===== config.mk =====
export PLATFORM = sky130hd
export DESIGN_NAME = pipeline_hazard_ctrl
export DESIGN_NICKNAME = d
export VERILOG_FILES = /design/src/rtl/pipeline_hazard_ctrl.sv
export SDC_FILE = /design/constraint.sdc
export NUM_CORES = 1
export LEC_CHECK = 0
export CORE_MARGIN = 3
export CORE_UTILIZATION = 39
export DETAILED_ROUTE_END_ITERATION = 10
export GPL_TIMING_DRIVEN = 0
export PLACE_DENSITY = 0.93
export SYNTH_ARGS = -nofsm -noshare
export SYNTH_HDL_FRONTEND = slang
export SYNTH_SLANG_ARGS = --single-unit

===== constraint.sdc =====
create_clock -name clk -period 3.5 [get_ports clk]
set_input_delay 0.525 -clock clk [delete_from_list [all_inputs] [get_ports clk]]
set_output_delay 0.525 -clock clk [all_outputs]
set_load 0.01 [all_outputs]

===== src/rtl/pipeline_hazard_ctrl.sv =====
// pipeline_hazard_ctrl
//   Central stall/flush sequencer for the 5-stage RV32I pipeline. Detects
//   load-use hazards (ID vs EX), taken branches resolved in EX and data-memory
//   wait states. It drives the enable and bubble-insert controls of the PC,
//   IF/ID, ID/EX and EX/MEM registers. A small FSM (RUN / FLUSH / MEM_WAIT)
//   sequences multi-cycle flushes and memory freezes.
//
//   Parameters:
//     FLUSH_CYCLES  wrong-path flush cycles after a taken branch (1..15)
//     MAX_WAIT      consecutive mem_busy cycles that raise timeout_err (2..255)
//
//   Ports:
//     clk, reset          clock (rising edge), synchronous active-low reset
//     id_*                ID-stage instruction: valid, rs1/rs2, register-use flags
//     ex_rd, ex_mem_read  EX-stage destination register and load flag
//     ex_branch_taken     EX branch/jump resolved taken
//     mem_busy            data memory not ready
//     pc_en, if_id_en, id_ex_en, ex_mem_en   pipeline register enables
//     if_id_flush, id_ex_flush               bubble inserts
//     stall               any enable deasserted this cycle
//     state               FSM state (0 RUN, 1 FLUSH, 2 MEM_WAIT)
//     timeout_err         sticky memory-timeout flag
//     stall_cnt, flush_cnt, wait_cnt_tot     performance counters
//
//   Build option: define HAZ_PERF_CNT_EN to build the three 32-bit performance
//   counters. Without it, the counter ports are tied to zero.

module pipeline_hazard_ctrl #(
    parameter int unsigned FLUSH_CYCLES = 1,
    parameter int unsigned MAX_WAIT     = 64
) (
    input  logic        clk,
    input  logic        reset,
    input  logic        id_valid,
    input  logic [4:0]  id_rs1,
    input  logic [4:0]  id_rs2,
    input  logic        id_uses_rs1,
    input  logic        id_uses_rs2,
    input  logic [4:0]  ex_rd,
    input  logic        ex_mem_read,
    input  logic        ex_branch_taken,
    input  logic        mem_busy,
    output logic        pc_en,
    output logic        if_id_en,
    output logic        if_id_flush,
    output logic        id_ex_en,
    output logic        id_ex_flush,
    output logic        ex_mem_en,
    output logic        stall,
    output logic [1:0]  state,
    output logic        timeout_err,
    output logic [31:0] stall_cnt,
    output logic [31:0] flush_cnt,
    output logic [31:0] wait_cnt_tot
);

    typedef enum logic [1:0] {
        ST_RUN      = 2'd0,
        ST_FLUSH    = 2'd1,
        ST_MEM_WAIT = 2'd2,
        ST_BAD      = 2'd3
    } state_t;

    localparam logic [3:0] FLUSH_INIT = 4'(FLUSH_CYCLES - 1);
    localparam logic [7:0] WAIT_LIMIT = 8'(MAX_WAIT - 1);

    state_t     state_q, state_d;
    logic [3:0] flush_rem_q, flush_rem_d;
    logic [7:0] wait_cnt_q, wait_cnt_d;
    logic       timeout_q, timeout_d;

    logic load_use;
    logic do_freeze;   // all four enables low
    logic do_flush;    // continue an outstanding wrong-path flush
    logic do_run;      // evaluate branch / load-use rules

    assign load_use = id_valid & ex_mem_read & (ex_rd != 5'd0) &
                      ((id_uses_rs1 & (id_rs1 == ex_rd)) |
                       (id_uses_rs2 & (id_rs2 == ex_rd)));

    always_comb begin
        state_d     = state_q;
        flush_rem_d = flush_rem_q;
        wait_cnt_d  = wait_cnt_q;
        timeout_d   = timeout_q;
        do_freeze   = 1'b0;
        do_flush    = 1'b0;
        do_run      = 1'b0;

        pc_en       = 1'b1;
        if_id_en    = 1'b1;
        id_ex_en    = 1'b1;
        ex_mem_en   = 1'b1;
        if_id_flush = 1'b0;
        id_ex_flush = 1'b0;

        case (state_q)
            ST_RUN: begin
                if (mem_busy) begin
                    do_freeze  = 1'b1;
                    state_d    = ST_MEM_WAIT;
                    wait_cnt_d = 8'd1;
                end else begin
                    do_run = 1'b1;
                end
            end
            ST_FLUSH: begin
                // flush_rem is kept so the flush resumes after the freeze
                if (mem_busy) begin
                    do_freeze  = 1'b1;
                    state_d    = ST_MEM_WAIT;
                    wait_cnt_d = 8'd1;
                end else begin
                    do_flush = 1'b1;
                end
            end
            ST_MEM_WAIT: begin
                if (mem_busy) begin
                    do_freeze = 1'b1;
                    if (wait_cnt_q != 8'hFF) begin
                        wait_cnt_d = wait_cnt_q + 8'd1;
                    end
                    if (wait_cnt_q == WAIT_LIMIT) begin
                        timeout_d = 1'b1;
                    end
                end else begin
                    // Release cycle: the deferred event is handled right away
                    wait_cnt_d = '0;
                    if (flush_rem_q != 4'd0) begin
                        do_flush = 1'b1;
                    end else begin
                        do_run = 1'b1;
                    end
                end
            end
            default: begin
                state_d = ST_RUN;
            end
        endcase

        if (do_freeze) begin
            pc_en     = 1'b0;
            if_id_en  = 1'b0;
            id_ex_en  = 1'b0;
            ex_mem_en = 1'b0;
        end

        if (do_flush) begin
            if_id_flush = 1'b1;
            id_ex_flush = 1'b1;
            flush_rem_d = flush_rem_q - 4'd1;
            state_d     = (flush_rem_q == 4'd1) ? ST_RUN : ST_FLUSH;
        end

        if (do_run) begin
            state_d = ST_RUN;
            if (ex_branch_taken) begin
                // The branch bubble also removes any load-use victim in ID
                if_id_flush = 1'b1;
                id_ex_flush = 1'b1;
                if (FLUSH_CYCLES > 1) begin
                    state_d     = ST_FLUSH;
                    flush_rem_d = FLUSH_INIT;
                end
            end else if (load_use) begin
                pc_en       = 1'b0;
                if_id_en    = 1'b0;
                id_ex_flush = 1'b1;
            end
        end

        if (!reset) begin
            pc_en       = 1'b0;
            if_id_en    = 1'b0;
            id_ex_en    = 1'b0;
            ex_mem_en   = 1'b0;
            if_id_flush = 1'b0;
            id_ex_flush = 1'b0;
        end
    end

    assign stall       = reset & ~(pc_en & if_id_en & id_ex_en & ex_mem_en);
    assign state       = state_q;
    assign timeout_err = timeout_q;

    always_ff @(posedge clk) begin
        if (!reset) begin
            state_q     <= ST_RUN;
            flush_rem_q <= '0;
            wait_cnt_q  <= '0;
            timeout_q   <= 1'b0;
        end else begin
            state_q     <= state_d;
            flush_rem_q <= flush_rem_d;
            wait_cnt_q  <= wait_cnt_d;
            timeout_q   <= timeout_d;
        end
    end

`ifdef HAZ_PERF_CNT_EN
    logic [31:0] stall_cnt_q, stall_cnt_d;
    logic [31:0] flush_cnt_q, flush_cnt_d;
    logic [31:0] wait_tot_q, wait_tot_d;

    always_comb begin
        stall_cnt_d = stall_cnt_q;
        flush_cnt_d = flush_cnt_q;
        wait_tot_d  = wait_tot_q;
        if (load_use && state_q == ST_RUN) begin
            stall_cnt_d = stall_cnt_q + 32'd1;
        end
        if (if_id_flush) begin
            flush_cnt_d = flush_cnt_q + 32'd1;
        end
        if (mem_busy && (state_q == ST_RUN || state_q == ST_MEM_WAIT)) begin
            wait_tot_d = wait_tot_q + 32'd1;
        end
    end

    always_ff @(posedge clk) begin
        if (!reset) begin
            stall_cnt_q <= '0;
            flush_cnt_q <= '0;
            wait_tot_q  <= '0;
        end else begin
            stall_cnt_q <= stall_cnt_d;
            flush_cnt_q <= flush_cnt_d;
            wait_tot_q  <= wait_tot_d;
        end
    end

    assign stall_cnt    = stall_cnt_q;
    assign flush_cnt    = flush_cnt_q;
    assign wait_cnt_tot = wait_tot_q;
`else
    assign stall_cnt    = '0;
    assign flush_cnt    = '0;
    assign wait_cnt_tot = '0;
`endif

endmodule


==> results of run 1 <==
==> worst reg2reg max path, delay by kind of cell, from the launching register on <==
family | cells | cell delay [ns]
DFF | 1 | 0.43
buffers and inverters | 1 | 0.09
AOI/OAI and AO/OA | 1 | 0.25
and+or+nand+nor | 3 | 0.74
adders and majority gates | 1 | 0.24
==> registers in the layout, indices dropped and copies added (netlist names) <==
register and flops:
state 2, wait_cnt_q 8, flush_rem_q 4, timeout_err 1
==> power breakdown <==
group          switching [mW]  internal [mW]
clock network          0.0635         0.0808
registers             0.00311          0.173
logic                   0.103          0.119
==> layout make-up <==
type,count,area (µm²),area share
Tap cell,52,65.1,0.0245
Timing Repair Buffer,32,320,0.121
Multi-Input combinational cell,205,1150,0.434
Sequential cell,15,300,0.113
Buffer,99,739,0.279
Clock buffer,4,45.0,0.0170
Inverter,9,33.8,0.0127
==> per-layer routing <==
| metal | share of wire | up-vias | global-route usage |
|---|---|---|---|
| met5 | 0 | - | 0 |
| met4 | 0.0084 | 0 | 0.0272 |
| met3 | 0.13 | 4 | 0.0494 |
| met2 | 0.52 | 86 | 0.285 |
| met1 | 0.34 | 726 | 0.148 |
| li1 | - | 875 | - |
==> path summary, 6_finish.rpt <==
check | start | end | slack [ns] | cells after the start
setup / recovery | ex_rd[1] | pc_en | 0.33 | 7
hold reg to reg | timeout_err$_SDFFE_PN0P_ | timeout_err$_SDFFE_PN0P_ | 0.51 | 2
setup reg to reg | state[0]$_SDFFE_PP0P_ | wait_cnt_q[4]$_SDFFE_PN0P_ | 1.63 | 6
hold / removal | timeout_err$_SDFFE_PN0P_ | timeout_err$_SDFFE_PN0P_ | 0.51 | 2
==> cell usage in the layout (no fill, tap or decap), types with 3 or more instances in the layout <==
cell,instances
a21oi_1,6
buf_4,98
clkbuf_8,3
clkdlybuf4s50_1,32
conb_1,96
dfxtp_1,15
ha_1,7
inv_1,8
nand2_1,10
nand3_1,5
nor2_1,9
nor4_1,3
o21ai_0,6
or3_1,3
or4_1,3
xor2_1,8
==> cell families (layout without fill, tap and decap cells) <==
family                   count (synthesis)  after routing  share of synthesized area
buffers and inverters                  108            144                      0.414
AND/OR/NAND/NOR                         53             53                      0.170
AO/OA/AOI/OAI                           37             37                      0.149
flip-flops                              15             15                      0.161
XOR/XNOR                                10             10                     0.0469
adder cells (fa/ha/maj)                  7              7                     0.0469
multiplexers                             2              2                     0.0107
other                                    1             96                    0.00201
==> flow_summary.yaml, run 1 <==
logic_synthesis:
  yosysWarningCount: 0
  netlist_top_cells_count: "buf_4 (98), dfxtp_1 (15), nand2_1 (10)"
  synth_enable_flop_cells: 0
  post_synth_main_area_contributors: "buf_4 (39%), dfxtp_1 (16%), ha_1 (4.7%), xor2_1 (3.8%), nand2_1 (2.0%)"
  flip_flop_and_latch_count_after_synthesis: 15
  synth.largest_area_cell: "buf_4"
  synth_area_per_cell_um2: 8.02
  synth_most_common_cell: "buf_4"
  postSynth.asyncResetShare: 0
  syn_area_um2: 1870
  area_share_of_the_leading_cell_type_in_the_synthesized_netlist: 0.394
  netlist_instances: 233
  synth.distinct_cells: 56
  synth_flop_cell: "dfxtp_1"
  synth_seq_area_share: 0.161
route:
  post_route_ant_nets: 0
  remaining_drc_errors: 0
  vias: 1691
  routed_via_density: 4.06
  routedWlPerCell_um: 10.6
  drt_pre_antenna_iters: 4
  drt_first_iter_violations: 25
  finalWirelength_mm: 4.41
finish:
  synthToLayoutAreaGrowth_pct: 42.1
  antenna_cells: 0
  final_core_util: 0.593
  post-route-cell-area_um2: 2660
  post_layout_nets: 395
  stdcell_count: 416
  share_of_cells_above_drive_strength_1: 0.302
  filler_cell_count: 412
setup_path:
  cp_num_buf_inv: 3
  crit_type: "in -> out"
  worst_setup_path_end_kind: "output port"
  critPathArrivalTime_ns: 2.64
  critical_path_peak_fanout: 3
  worst_path_largest_cell_delay_ns: 0.50
  cpMaxStageDelayCell: "clkdlybuf4s50_1"
  critical_path.most_common_cell: "clkdlybuf4s50_1"
  startpoint_type: "input port"
  worst-endpoint-required_ns: 2.97
  timing.critical_path.cells: "clkdlybuf4s50_1 -> xor2_1 -> nor4_1 -> a32oi_1 -> o31a_1 -> buf_4 -> clkdlybuf4s50_1"
  cpLargestDelayFamily: "buffers and inverters"
sta:
  fin_worst_skew_ns: 0.00116
  fin_setup_tns_ns: 0
  unrepaired_setup_endpoints_after_global_routing: "no"
  timing.final.ws_setup_ns: 0.334
  report.final.setup_viol: 0
  final_max_slew_viol_count: 0
  finalHoldViolCount: 0
  fin_worst_hold_slack_ns: 0.513
  timing.final.crit_share: 0.904
  fin_crit_ns: 3.17
  clock.fmax_ghz: 0.316
placement:
  placed_cell_area_um2: 2610
  detailed_place_hpwl_mm: 3.81
  dpl_worst_slack_ns: 0.318
  dp.cells: 412
  place.gp.congestion: 0.833
  place.port_buffers: 32
die:
  start_util: 0.418
  die_area_um2: 5660
  die_y_um: 75.2
  floorplan.die.width_um: 75.2
  boundary_pins: 129
  placement_rows: 24
  design.core.area_um2: 4470
cts:
  cts-root-to-sink-buffers: 2
  post-cts-setup-buffers: 0
  numClockSinks: 15
  quantity_of_hold_fixing_buffers_added_after_cts: 0
  clock_insertion_delay_at_the_later_pin_of_the_skew_report_ns: 0.25
  clock_tree.root_cell: "clkbuf_8"
  postCtsResizedCells: 0
  clk_transition_reported_paths_ns: 0.06
  htreeDepth: 1
  numCtsBuffers: 3
  tritoncts: "yes"
run_status:
  outcome: "completed"
power:
  power.static_leakage_nw: 1.38
  report.power.total_mw: 0.543
  peakVddDrop_mv: 0.212
  power.density_nw_per_um2: 204
global_routing:
  grt_max_degree: 11
  grt-ovfl-total: 0
  global_route_wire_length_before_repair_mm: 6.44
  first_global_vias: 1472
  global_route.usage.total: 0.145
  initial_antenna_violation_count: 0
run:
  max_cap_check_violation_count: 0
worst_hold_path:
  hold_class: "reg -> reg"
Note: power is estimated with default switching activity, not from simulation.
==> run 2, diff against run 1 <==
MAX_ROUTING_LAYER = met4   (was not set)
==> flow_summary.yaml, run 2 (synthesized netlist as in run 1, its figures left out) <==
sta:
  timing.final.crit_share: 0.904
  final_max_slew_viol_count: 0
  finalHoldViolCount: 0
  fin_worst_hold_slack_ns: 0.512
  report.final.setup_viol: 0
  clock.fmax_ghz: 0.316
  timing.final.ws_setup_ns: 0.335
  fin_crit_ns: 3.16
  fin_setup_tns_ns: 0
  unrepaired_setup_endpoints_after_global_routing: "no"
  fin_worst_skew_ns: 0.00153
setup_path:
  crit_type: "in -> out"
  worst_setup_path_end_kind: "output port"
  cpMaxStageDelayCell: "clkdlybuf4s50_1"
  startpoint_type: "input port"
  worst_path_largest_cell_delay_ns: 0.50
  critical_path_peak_fanout: 3
  worst-endpoint-required_ns: 2.97
  critPathArrivalTime_ns: 2.64
  timing.critical_path.cells: "clkdlybuf4s50_1 -> xor2_1 -> nor4_1 -> a32oi_1 -> o31a_1 -> buf_4 -> clkdlybuf4s50_1"
  critical_path.most_common_cell: "clkdlybuf4s50_1"
die:
  floorplan.die.width_um: 75.2
  design.core.area_um2: 4470
  placement_rows: 24
  start_util: 0.418
  die_y_um: 75.2
  boundary_pins: 129
  die_area_um2: 5660
route:
  routed_via_density: 4.08
  drt_first_iter_violations: 28
  routedWlPerCell_um: 10.6
  vias: 1696
  remaining_drc_errors: 0
  drt_pre_antenna_iters: 4
  post_route_ant_nets: 0
  finalWirelength_mm: 4.41
placement:
  place.port_buffers: 32
  detailed_place_hpwl_mm: 3.81
  dpl_worst_slack_ns: 0.318
  placed_cell_area_um2: 2610
  place.gp.congestion: 0.846
cts:
  htreeDepth: 1
  tritoncts: "yes"
  clock_tree.root_cell: "clkbuf_8"
  cts-root-to-sink-buffers: 2
  numClockSinks: 15
  quantity_of_hold_fixing_buffers_added_after_cts: 0
  numCtsBuffers: 3
  postCtsResizedCells: 0
  clock_insertion_delay_at_the_later_pin_of_the_skew_report_ns: 0.25
  clk_transition_reported_paths_ns: 0.06
  post-cts-setup-buffers: 0
finish:
  antenna_cells: 0
  post_layout_nets: 395
  largest_register_ffs: 8
  largest_register: "wait_cnt_q"
  filler_cell_count: 412
  post-route-cell-area_um2: 2660
  share_of_cells_above_drive_strength_1: 0.302
  mostFrequentLayoutCell: "buf_4"
  synthToLayoutAreaGrowth_pct: 42.1
  layout_common_cells: "buf_4 (98), conb_1 (96), clkdlybuf4s50_1 (32)"
  final_core_util: 0.593
run:
  max_cap_check_violation_count: 0
worst_hold_path:
  hold_class: "reg -> reg"
global_routing:
  global_route.usage.total: 0.150
  grt-ovfl-total: 0
  initial_antenna_violation_count: 0
  first_global_vias: 1470
  grt_max_degree: 11
  global_route_wire_length_before_repair_mm: 6.47
power:
  power.static_leakage_nw: 1.38
  power.density_nw_per_um2: 204
  peakVddDrop_mv: 0.210
run_status:
  outcome: "completed"
==> run 2: worst paths after layout <==
path / start / endpoint / slack (ns) / depth (start not counted)
worst max register to register: state[0]$_SDFFE_PP0P_ / wait_cnt_q[4]$_SDFFE_PN0P_ / 1.62 / 6
worst max-delay path: ex_rd[1] / pc_en / 0.34 / 7
worst min-delay path: timeout_err$_SDFFE_PN0P_ / timeout_err$_SDFFE_PN0P_ / 0.51 / 2
worst min register to register: timeout_err$_SDFFE_PN0P_ / timeout_err$_SDFFE_PN0P_ / 0.51 / 2
==> run 2: area by class of cell <==
type | instances | area [µm²] | area share
multi-input combinational | 205 | 1150 | 0.434
timing repair buffer | 32 | 320 | 0.121
sequential | 15 | 300 | 0.113
inverter | 9 | 33.8 | 0.0127
buffer | 99 | 739 | 0.279
clock buffer | 4 | 45.0 | 0.0170
tap | 52 | 65.1 | 0.0245
==> run 2: report_power, final <==
group,total [mW],switching [mW],internal [mW]
Sequential,0.176,0.00300,0.173
Clock,0.143,0.0625,0.0808
Combinational,0.222,0.103,0.119
Total,0.542,0.168,0.373
==> run 2: worst max-delay path: cells and delay by family <==
kind | cells | cell delay (ns)
AOI/OAI and AO/OA | 2 | 0.49
xor gates and xnor gates | 1 | 0.22
buffers and inverters | 3 | 1.11
and+or+nand+nor | 1 | 0.29
==> run 2: per-layer routing <==
layer  track usage  part of all wire
met1         0.149              0.34
met2         0.285              0.53
met3        0.0494              0.12
met4        0.0272            0.0086
met5             -                 0
==> run 2: per-stage QoR <==
step	instances	power [mW]
finish	416	0.542
floorplan	328	0.344
detailed placement	412	0.395
global route	416	0.577
CTS	416	0.541
global placement	412	0.392
==> edit: new RTL, settings of run 1 <==
Add a define of `HAZ_PERF_CNT_EN`.
--- a/src/rtl/pipeline_hazard_ctrl.sv
+++ b/src/rtl/pipeline_hazard_ctrl.sv
@@ -25,4 +25,6 @@
 //   Build option: define HAZ_PERF_CNT_EN to build the three 32-bit performance
 //   counters. Without it, the counter ports are tied to zero.
+
+`define HAZ_PERF_CNT_EN
 
 module pipeline_hazard_ctrl #(
Behaviour: not the same (a bounded check fails within 4 cycles, from zero or initial values and one cycle with reset low).
==> edit against run 1 <==
- final area rose to 2.9 times the old value
- clock skew rose by 0.0047 ns
- worst setup slack got worse by 0.10 ns
- sequential cell count rose by 96
- first-iteration DRC count rose to 22 times the old value
- area after synthesis rose to 3.1 times the old value
- global-route usage rose by 5.5 points
- routed wire length rose to 3.8 times the old value
- power rose to 4.5 times the old value
- highest routed layer unchanged
==> edit: results (changes against run 1) <==
* CP delay by family, top: buffers and inverters
* Worst VDD drop at 0.213 mV (+0.69%)
* ANT cells at 0 (unchanged)
* Arr. time, crit path at 2.74 ns (+0.10 ns)
* Number of synthesis warnings at 0 (unchanged)
* CTS buffer count at 9 (+6)
* R2R depth at 8 (+2)
* Flop2flop setup slack at 0.95 ns (-0.68 ns)
* Syn nets at 726
* WHS Endpoint: stall_cnt[31]
* Internal Power at 1860 uW (+400%)
* CP Capture Point: id_ex_flush
* HP Class: flop to flop
* Crit-path max cell delay at 0.62 ns (+0.12 ns)
* Count leader, synth: dfxtp_1
* First-pass GRT wire length at 26900 um (+320%)
* Status: completed
* DR vias at 5927 (+250%)
* Worst slew margin at 0.499
* Netlist cell types at 49 (-13%)
* Commonest cells in the netlist: dfxtp_1 (111), nor2_1 (65), nand2_1 (58)
* Worst Clk Skew at 0.00584 ns (+0.00468 ns)
* Proportion of layout cells with a drive suffix above 1 at 0.0513 (-0.251)
* GPL Wtd Cong at 0.870 (+4.4%)
* Antenna violations before repair at 0 (unchanged)
* Launching point of the worst reg2reg path: flush_rem_q[0]
* Largest net degree at the start of global routing at 19 (+8)
* CTS max path bufs at 2 (unchanged)
* Placed Area at 0.00725 mm^2 (+180%)
* Wire length per cell at 16.3 um (+54%)
* FILL cells at 1276 (+210%)
* GRT Overall Usage at 0.200 (+0.0548)
* Layout Nets at 866 (+120%)
* # H-tree levels at 3 (+2)
* Worst hold path startpoint: stall_cnt[31]
* Clock latency on the worst-skew pair at 0.35 ns (+0.10 ns)
* Iteration-0 DRC Markers at 544 (+2100%)
* Top post-synthesis cells by area: dfxtp_1 (39%), xnor2_1 (5.0%), or4_1 (4.7%)
* I/O Buffers at 126 (+290%)
* PostCTS Resize Cnt at 13 (+13)
* Clock Root Buffer: clkbuf_16
* CP max stage cell: or4_1
* Sequential share of the synthesized area at 0.385 (+0.225)
* Vias in the first global route at 5434 (+270%)
* Crit path from: ex_rd[2]
* 1st-pass router iterations at 6 (+2)
* Worst R2R End: flush_cnt[19]
* Post-DP HPWL at 12100 um (+220%)
* Crit path max fanout at 4 (+1)
* Leak at 0.00245 uW (+77%)
* Post-CTS Setup Bufs at 1 (+1)
[edit: cell count changes in the layout (fill, tap and decap cells not counted), sizes merged, moves of 43 or more]
cell                  run 1  this run
conb                     96         0
dfxtp                    15       111
clkdlybuf4s50            32       119
buf                      98        21
nor2                      9        65
nand2                    10        58
a21oi                     7        50
[edit: routing by layer]
layer  wire length, um  track usage
met5                 0            0
met4               477       0.0818
met3              1190       0.0397
met2              7630        0.312
met1              7290        0.272
[edit: power groups by stage]
stage          Sequential (uW)  Clock, uW  Combinational (uW)
5_1_grt                   1280       1050                 192
3_5_place_dp              1310          0                 167
4_1_cts                   1280        996                 173
2_1_floorplan             1310          0                87.0
3_3_place_gp              1310          0                 164
6_report                  1280        980                 176
[edit: area by class of cell]
type / instances / area share
multi-input combinational: 523 / 0.438
sequential: 111 / 0.291
timing repair buffer: 131 / 0.172
clock buffer: 13 / 0.0341
tap: 180 / 0.0295
buffer: 39 / 0.0245
inverter: 18 / 0.00886
clock inverter: 3 / 0.00230
[edit: through the flow]
stage | util | total power, uW | setup WS (ns) | hold WS [ns] | instances
after floorplan | - | 1390 | 0.745 | 0.471 | 693
after global placement | 0.513 | 1470 | -0.628 | 0.457 | 999
after detailed placement | 0.513 | 1470 | -0.624 | 0.463 | 999
after CTS | 0.535 | 2450 | -0.0459 | 0.472 | 1014
after global routing | 0.539 | 2520 | 0.0608 | 0.501 | 1018
final | 0.539 | 2430 | 0.230 | 0.476 | 1018
[edit: cell families (layout without fill, tap and decap cells)]
group | Yosys count | count (layout) | synth area share
buf+inv | 59 | 204 | 0.0430
fa+ha+maj | 10 | 10 | 0.0217
mux | 4 | 4 | 0.00694
flops | 111 | 111 | 0.385
simple gates | 307 | 307 | 0.292
xor+xnor | 59 | 59 | 0.0896
compound gates | 143 | 143 | 0.161
